<file path="src/rtl/uart_mmio_ctrl.sv">
// Bus-side UART controller: TX byte FIFO paced one frame at a time into the UART,
// RX byte capture with flag handshake, and a status register with sticky error bits.
module uart_mmio_ctrl #(
    parameter int Nbit       = 8,
    parameter int baudrate   = 9600,
    parameter int clk_freq   = 50000000,
    parameter int FRAME_BITS = 11,
    parameter int TX_DEPTH   = 4
) (
    input  logic            clk,
    input  logic            reset,
    input  logic [3:0]      Addr,
    input  logic            WE,
    input  logic            RE,
    input  logic [31:0]     WriteData,
    output logic [31:0]     ReadData,
    input  logic [Nbit-1:0] DataRx,
    input  logic            Rx_flag,
    input  logic            Parity_error,
    output logic            clr_rx_flag,
    output logic            Transmit,
    output logic [Nbit-1:0] DataTx
);

    localparam int BIT_CYCLES   = clk_freq / baudrate;
    localparam int FRAME_CYCLES = FRAME_BITS * BIT_CYCLES;
    localparam int PTR_W        = $clog2(TX_DEPTH);
    localparam int CNT_W        = (FRAME_CYCLES > 1) ? $clog2(FRAME_CYCLES) : 1;
    localparam logic [CNT_W-1:0] FRAME_LAST = CNT_W'(FRAME_CYCLES - 1);
    localparam logic [PTR_W:0]   FIFO_FULL  = (PTR_W + 1)'(TX_DEPTH);

    localparam logic [1:0] REG_TXDATA = 2'b00;
    localparam logic [1:0] REG_RXDATA = 2'b01;
    localparam logic [1:0] REG_STATUS = 2'b10;

    localparam logic [0:0] S_IDLE = 1'b0;
    localparam logic [0:0] S_WAIT = 1'b1;

    logic [Nbit-1:0]  fifo_mem [TX_DEPTH];
    logic [PTR_W-1:0] wr_ptr;
    logic [PTR_W-1:0] rd_ptr;
    logic [PTR_W:0]   count;
    logic             tx_full;
    logic             tx_empty;
    logic             tx_busy;
    logic             tx_overflow;
    logic             push_req;
    logic             push;
    logic             pop;

    logic [0:0]       state;
    logic [CNT_W-1:0] cnt;

    logic [Nbit-1:0]  rx_buf;
    logic             rx_valid;
    logic             rx_perr;
    logic             rx_overrun;
    logic             rd_rx;
    logic             status_wr;
    logic             capture;

    // Only some WriteData bits and no Addr[1:0] bits carry meaning.
    logic unused_bus_bits;
    assign unused_bus_bits = ^{WriteData, Addr[1:0]};

    assign tx_full   = (count == FIFO_FULL);
    assign tx_empty  = (count == '0);
    assign tx_busy   = (state == S_WAIT);
    assign push_req  = WE && (Addr[3:2] == REG_TXDATA);
    assign pop       = (state == S_IDLE) && !tx_empty;
    // A full FIFO still accepts a write in the cycle its head is popped.
    assign push      = push_req && (!tx_full || pop);
    assign rd_rx     = RE && (Addr[3:2] == REG_RXDATA);
    assign status_wr = WE && (Addr[3:2] == REG_STATUS);
    assign capture   = Rx_flag && !clr_rx_flag;

    // NOTE: storage arrays carry no reset; emptiness is tracked by pointers and count alone.
    always_ff @(posedge clk) begin
        if (push) begin
            fifo_mem[wr_ptr] <= WriteData[Nbit-1:0];
        end
    end

    // NOTE: all clocked state uses non-blocking assignments so every register samples pre-edge values.
    always_ff @(posedge clk or posedge reset) begin
        if (reset) begin
            wr_ptr      <= '0;
            rd_ptr      <= '0;
            count       <= '0;
            tx_overflow <= 1'b0;
        end else begin
            if (push) begin
                wr_ptr <= wr_ptr + 1'b1;
            end
            if (pop) begin
                rd_ptr <= rd_ptr + 1'b1;
            end
            case ({push, pop})
                2'b10:   count <= count + 1'b1;
                2'b01:   count <= count - 1'b1;
                default: count <= count;
            endcase
            tx_overflow <= (push_req && !push) ||
                           (tx_overflow && !(status_wr && WriteData[6]));
        end
    end

    always_ff @(posedge clk or posedge reset) begin
        if (reset) begin
            state    <= S_IDLE;
            cnt      <= '0;
            Transmit <= 1'b0;
            DataTx   <= '0;
        end else begin
            Transmit <= 1'b0;
            case (state)
                S_IDLE: begin
                    if (!tx_empty) begin
                        Transmit <= 1'b1;
                        DataTx   <= fifo_mem[rd_ptr];
                        cnt      <= FRAME_LAST;
                        state    <= S_WAIT;
                    end
                end
                default: begin
                    if (cnt == '0) begin
                        state <= S_IDLE;
                    end else begin
                        cnt <= cnt - 1'b1;
                    end
                end
            endcase
        end
    end

    // Rx_flag is ignored while our own clear pulse is still in flight.
    always_ff @(posedge clk or posedge reset) begin
        if (reset) begin
            rx_buf      <= '0;
            rx_valid    <= 1'b0;
            rx_perr     <= 1'b0;
            rx_overrun  <= 1'b0;
            clr_rx_flag <= 1'b0;
        end else begin
            clr_rx_flag <= capture;
            if (capture) begin
                rx_buf   <= DataRx;
                rx_perr  <= Parity_error;
                rx_valid <= 1'b1;
            end else if (rd_rx) begin
                rx_valid <= 1'b0;
            end
            rx_overrun <= (capture && rx_valid && !rd_rx) ||
                          (rx_overrun && !(status_wr && WriteData[2]));
        end
    end

    // NOTE: ReadData gets a default before the case so no path leaves it unassigned (no latch).
    always_comb begin
        ReadData = '0;
        case (Addr[3:2])
            REG_RXDATA: ReadData[Nbit-1:0] = rx_buf;
            REG_STATUS: ReadData[6:0] = {tx_overflow, tx_busy, tx_empty, tx_full,
                                         rx_overrun, rx_perr, rx_valid};
            default:    ReadData = '0;
        endcase
    end

endmodule

</file>
<file path="config.mk">
export PLATFORM = sky130hd
export DESIGN_NAME = uart_mmio_ctrl
export DESIGN_NICKNAME = d
export VERILOG_FILES = /design/src/rtl/uart_mmio_ctrl.sv
export SDC_FILE = /design/constraint.sdc
export NUM_CORES = 1
export LEC_CHECK = 0
export BUFFER_PORTS_ARGS = -buffer_cell sky130_fd_sc_hd__buf_2
export CORE_ASPECT_RATIO = 1.4
export CORE_UTILIZATION = 30
export DETAILED_ROUTE_END_ITERATION = 16
export PLACE_DENSITY_LB_ADDON = 0.25
export SLEW_MARGIN = 20
export SYNTH_ARGS = -nofsm -noshare
export SYNTH_HDL_FRONTEND = slang
export SYNTH_SLANG_ARGS = --single-unit
</file>
<file path="constraint.sdc">
create_clock -name clk -period 5.5 [get_ports clk]
set_input_delay 1.1 -clock clk [delete_from_list [all_inputs] [get_ports clk]]
set_output_delay 1.1 -clock clk [all_outputs]
set_load 0.01 [all_outputs]
</file>
; ---- Word level (Yosys, flattened, before mapping)
; Memory sizes are Yosys's and may differ from the RTL's. A register that Yosys moved wholly into a read port is not among the register bits.
; Cells that the tools add are included.
; Widths: inputs -> output; s select.
[classes]
n_addsub = 5
eq_ne = 7
muxes = 14
bitwise_logic = 2
reduce_logical = 30
[ops]
columns = op, count
row1 = $mux 16, 3
row2 = $logic_not 16->1, 1
row3 = $sub 16x1->16 const B, 1
row4 = $pmux 7 s2, 1
row5 = $logic_and 1x1->1, 13
row6 = $mux 1, 9
row7 = $logic_not 1->1, 7
row8 = $pmux 3 s2, 1
row9 = $add 2x1->2 const B, 2
row10 = $eq 2x1->1 const B, 2
row11 = $eq 2x2->1 const B, 2
row12 = $reduce_and 2->1, 2
row13 = $reduce_bool 2->1, 2
row14 = $add 3x1->3 const B, 1
row15 = $eq 3x3->1 const B, 1
row16 = $logic_not 3->1, 1
row17 = $logic_or 1x1->1, 3
row18 = $sub 3x1->3 const B, 1
row19 = $logic_not 2->1, 1
row20 = $ne 2x1->1 const B, 1
row21 = $ne 2x2->1 const B, 1
row22 = $not 1->1, 2
[totals]
register_bits = 38
ramBits = 32
inputBits = 50
memories = 1
[memory_table]
columns = name, words, word_bits, rd, rd_clocked_by_memory_dff, wr, line
row1 = fifo_mem, 4, 8, 1, 1, 1, 39  ; logic [Nbit-1:0] fifo_mem [TX_DEPTH];

; ---- Logic depth before layout (Yosys ltp)
[depth]
word_depth = 8
ltp_mapped = 10

; ---- Least setup slack after synthesis
; No wires, ideal clock.
[synth_path]
path_type = input-to-output
startpoint = input port Addr[2]
endpoint = output port ReadData[4]
arrival_time_ns = 1.879
required_time_ns = 4.400
setup_slack_ns = 2.521
cell_stages = 6
cell_sequence = inv_1 -> ha_1 -> clkbuf_1 -> nand2_1 -> o21ai_0 -> and2_1
[synth_via]
elab_chain_len = 2
elab_cells_between_ends = 3
cone_classes = eq/ne (2) / mux (1)
[synth_rtl]
columns = item, line
row1 = from (decl), 12  ; input logic [3:0] Addr,
row2 = $eq 2x2->1 / $eq 2x1->1 (equally long branches), 161  ; case (Addr[3:2])
row3 = $pmux 7 s2 *, 161
row4 = to (decl), 16  ; output logic [31:0] ReadData,
; Every way passes the cells marked *; elsewhere a longest branch is shown, timed or not.

; ---- Worst setup path after layout
; Ends and elaborated chain as after synthesis.

==> impl_metrics.json <==
{
  "outcome": "finished, final reports clean",
  "drcViolationCount": 0,
  "ctsResizeCount": 0,
  "worst-endpoint-arrival_ns": 2.12,
  "worst_skew_pair.late_latency_ns": 0.33,
  "placement.io_buffers": 41,
  "clock.fmax_ghz": 0.3106,
  "cellLeakagePower_uw": 0.001720,
  "antenna_violations_before_repair": 0,
  "layout_worst_path_cycle_share_pct": 58.55,
  "hold_ws_ns": 0.4660,
  "dieWidth_um": 95.35,
  "nNetsFinal": 396,
  "power_per_cell_area_nw_per_um2": 430.1,
  "worst_pin_slew_ns": 0.9896,
  "ys_seq_area_share_pct": 57.71,
  "synthToLayoutAreaGrowth_pct": 14.60,
  "ctsHtreeMaxLevel": 3,
  "gp_congestion": 0.7519,
  "cts_setup_buffers": 0,
  "numClockSinks": 78,
  "finalInstanceArea_sq_um": 4194,
  "rsz0062_at_grt": "false",
  "worst_ep_required_time_ns": 4.40,
  "synth_edf_count": 32,
  "cts-hold-fix-buffers": 0,
  "route.detailed.wl_per_inst_um": 13.95,
  "power.net_switching_uw": 549.4,
  "finalHoldViolations": 0,
  "post-dp-hpwl_um": 4693,
  "placement_rows": 47,
  "timing.slew.headroom_pct": 33.89,
  "syn_area_sq_um": 3660,
  "power.internal_uw": 1255,
  "antenna_cells_inserted": 0,
  "first_global_vias": 2301,
  "setup.worst_path.start_class": "primary input",
  "height_of_the_chip_um": 132.7,
  "async_flop_share_pct": 58.97,
  "finalClockSkew_ns": 0.005508,
  "placed_cells_incl_taps": 473,
  "totalPowerFinal_uw": 1804,
  "multiInputGateArea_sq_um": 1369,
  "synthesis.yosys.warnings": 0,
  "post_dp_cell_area_sq_um": 3915,
  "initial_drt_pass_iterations": 4,
  "initial_cell_density_of_the_core_pct": 30.81,
  "die_area_sq_um": 12650,
  "synth.avg_cell_area_sq_um": 12.32,
  "ff_latch_area_sq_um": 2112,
  "power.share.switching_pct": 30.45,
  "register_bit_total_from_synthesis": 78,
  "drt_wl_total_um": 6820,
  "routed_antenna_nets": 0,
  "report.final.slew_viol_count": 0,
  "timing.final.crit_period_ns": 3.220,
  "grt_remaining_overflow": 0,
  "grt_start_max_net_pins": 47,
  "setup_viol_count_final": 0,
  "synth_cell_type_count": 50,
  "cts_tree": "done",
  "hold_class": "reg2reg",
  "gate_power_share_pct": 22.2,
  "p_seq_share_pct": 47.6,
  "dr.first_iter.drc_count": 105,
  "share_clk_of_total_power_pct": 30.2,
  "critical_path.endpoint_type": "output pin",
  "grt.total_usage_pct": 12.15,
  "final_layout_size_suffix_gt1_share_pct": 23.10,
  "vdd.ir_drop.worst_uv": 156.2,
  "timing.setup.tns_ns": 0,
  "drv.max_cap_violation_count": 0,
  "via_per_inst": 4.573,
  "syn_inst": 297,
  "floorplan.io_pins": 92,
  "path_class": "in2out",
  "numCtsBuffers": 9,
  "final-instance-count-excl-fill": 489,
  "via_count": 2236,
  "nFillCells": 1178,
  "clock_tree.buffer_depth": 2,
  "cts.root.buffer_cell": "clkbuf_16",
  "worst_setup_hold_path_clk_slew_ns": 0.06,
  "grt_pass1_wl_um": 11540,
  "synth-main-ff-cell": "dfrtp_1",
  "worst-path-max-fanout": 9,
  "fp.coreArea_sq_um": 11880
}
cells by family after synthesis:
| kind of cell | count (synthesis) | share of synthesized area [%] |
|---|---|---|
| simple gates | 101 | 14.56 |
| flops | 78 | 57.71 |
| buf+inv | 46 | 7.248 |
| compound gates | 34 | 6.530 |
| mux | 24 | 9.607 |
| fa+ha+maj | 9 | 3.282 |
| xor+xnor | 4 | 0.9572 |
| other cells | 1 | 0.1025 |
path summary, 6_finish.rpt:
check	from	to	slack, ns	cells past startpoint
hold / removal	DataTx[3]$_DFFE_PP0P_	DataTx[3]$_DFFE_PP0P_	0.47	2
setup reg to reg	state$_DFF_PP0_	count[2]$_DFFE_PP0P_	2.72	8
setup / recovery	Addr[2]	ReadData[4]	2.28	7
hold reg to reg	DataTx[3]$_DFFE_PP0P_	DataTx[3]$_DFFE_PP0P_	0.47	2
max in group asynchronous	reset	rd_ptr[1]$_DFFE_PP0P_	4.09	2
min in group asynchronous	reset	cnt[3]$_DFFE_PP0P_	0.90	2
cell type report:
type	count	share of cell area [%]
Tap cell	147	4.385
Inverter	10	0.9248
Clock inverter	4	0.5072
Clock buffer	12	6.116
Timing Repair Buffer	42	5.072
Multi-Input combinational cell	196	32.64
Sequential cell	78	50.36
cells in the mapped netlist, types with 3 or more instances:
master     n  area, sq um
a21oi_1    4        20.02
a22oi_1    5        37.54
a31oi_1    3        18.77
and2_1     8        50.05
buf_4     24        180.2
clkbuf_1   8        30.03
dfrtp_1   46         1151
edfxtp_1  32        960.9
ha_1       8        100.1
inv_1     10        37.54
mux2_2     9        101.4
mux2i_1    7        70.07
mux4_2     8        180.2
nand2_1   41        153.9
nand3_1    4        20.02
nor2_1    11        41.29
nor2b_1    7        43.79
nor3_1     4        20.02
nor3b_1    3        22.52
nor4_1     6        37.54
o21ai_0    8        40.04
o41ai_1    3        26.28
xnor2_1    4        35.03
metal layers:
layer  GRT usage [%]  up-vias  wire (um)
li1                -     1100          -
met4           5.556        0        135
met1           14.10     1076       2915
met2           20.67       51       3541
met5               0        -          0
met3           2.989        9        228
worst max-delay path, stage by stage:
cell,delay [ns]
buf_2,0.11
inv_1,0.07
ha_1,0.37
nand2_1,0.08
o21ai_0,0.14
and2_1,0.14
buf_2,0.12
cells in the final DEF, fill, tap and decap left out, drive strengths merged, types with 8 or more instances in the layout:
master / instances
nor2: 11
o21ai: 8
mux2: 9
conb: 24
buf: 42
ha: 8
clkbuf: 12
inv: 9
dfrtp: 46
mux4: 8
nand2: 41
edfxtp: 32
and2: 8
power groups by stage:
stage | logic [uW] | clock network [uW] | registers (uW)
after floorplan | 339 | 0 | 822
after global placement | 394 | 0 | 869
after detailed placement | 406 | 0 | 873
after CTS | 407 | 567 | 862
after global routing | 458 | 588 | 889
final | 400 | 545 | 859
per-stage QoR:
step | setup slack [ns] | utilization, %
after floorplan | 2.521 | -
after global placement | 2.282 | 32.96
after detailed placement | 2.277 | 32.96
after CTS | 2.275 | 35.30
after global routing | 2.098 | 35.31
final | 2.280 | 35.31
sequential cells by signal (all words and copies together) (netlist names), 2 cells and up:
name,flops
DataTx,8
cnt,16
count,3
fifo_mem,32
rd_ptr,2
rx_buf,8
wr_ptr,2
Note: power is estimated with default switching activity, not from simulation.
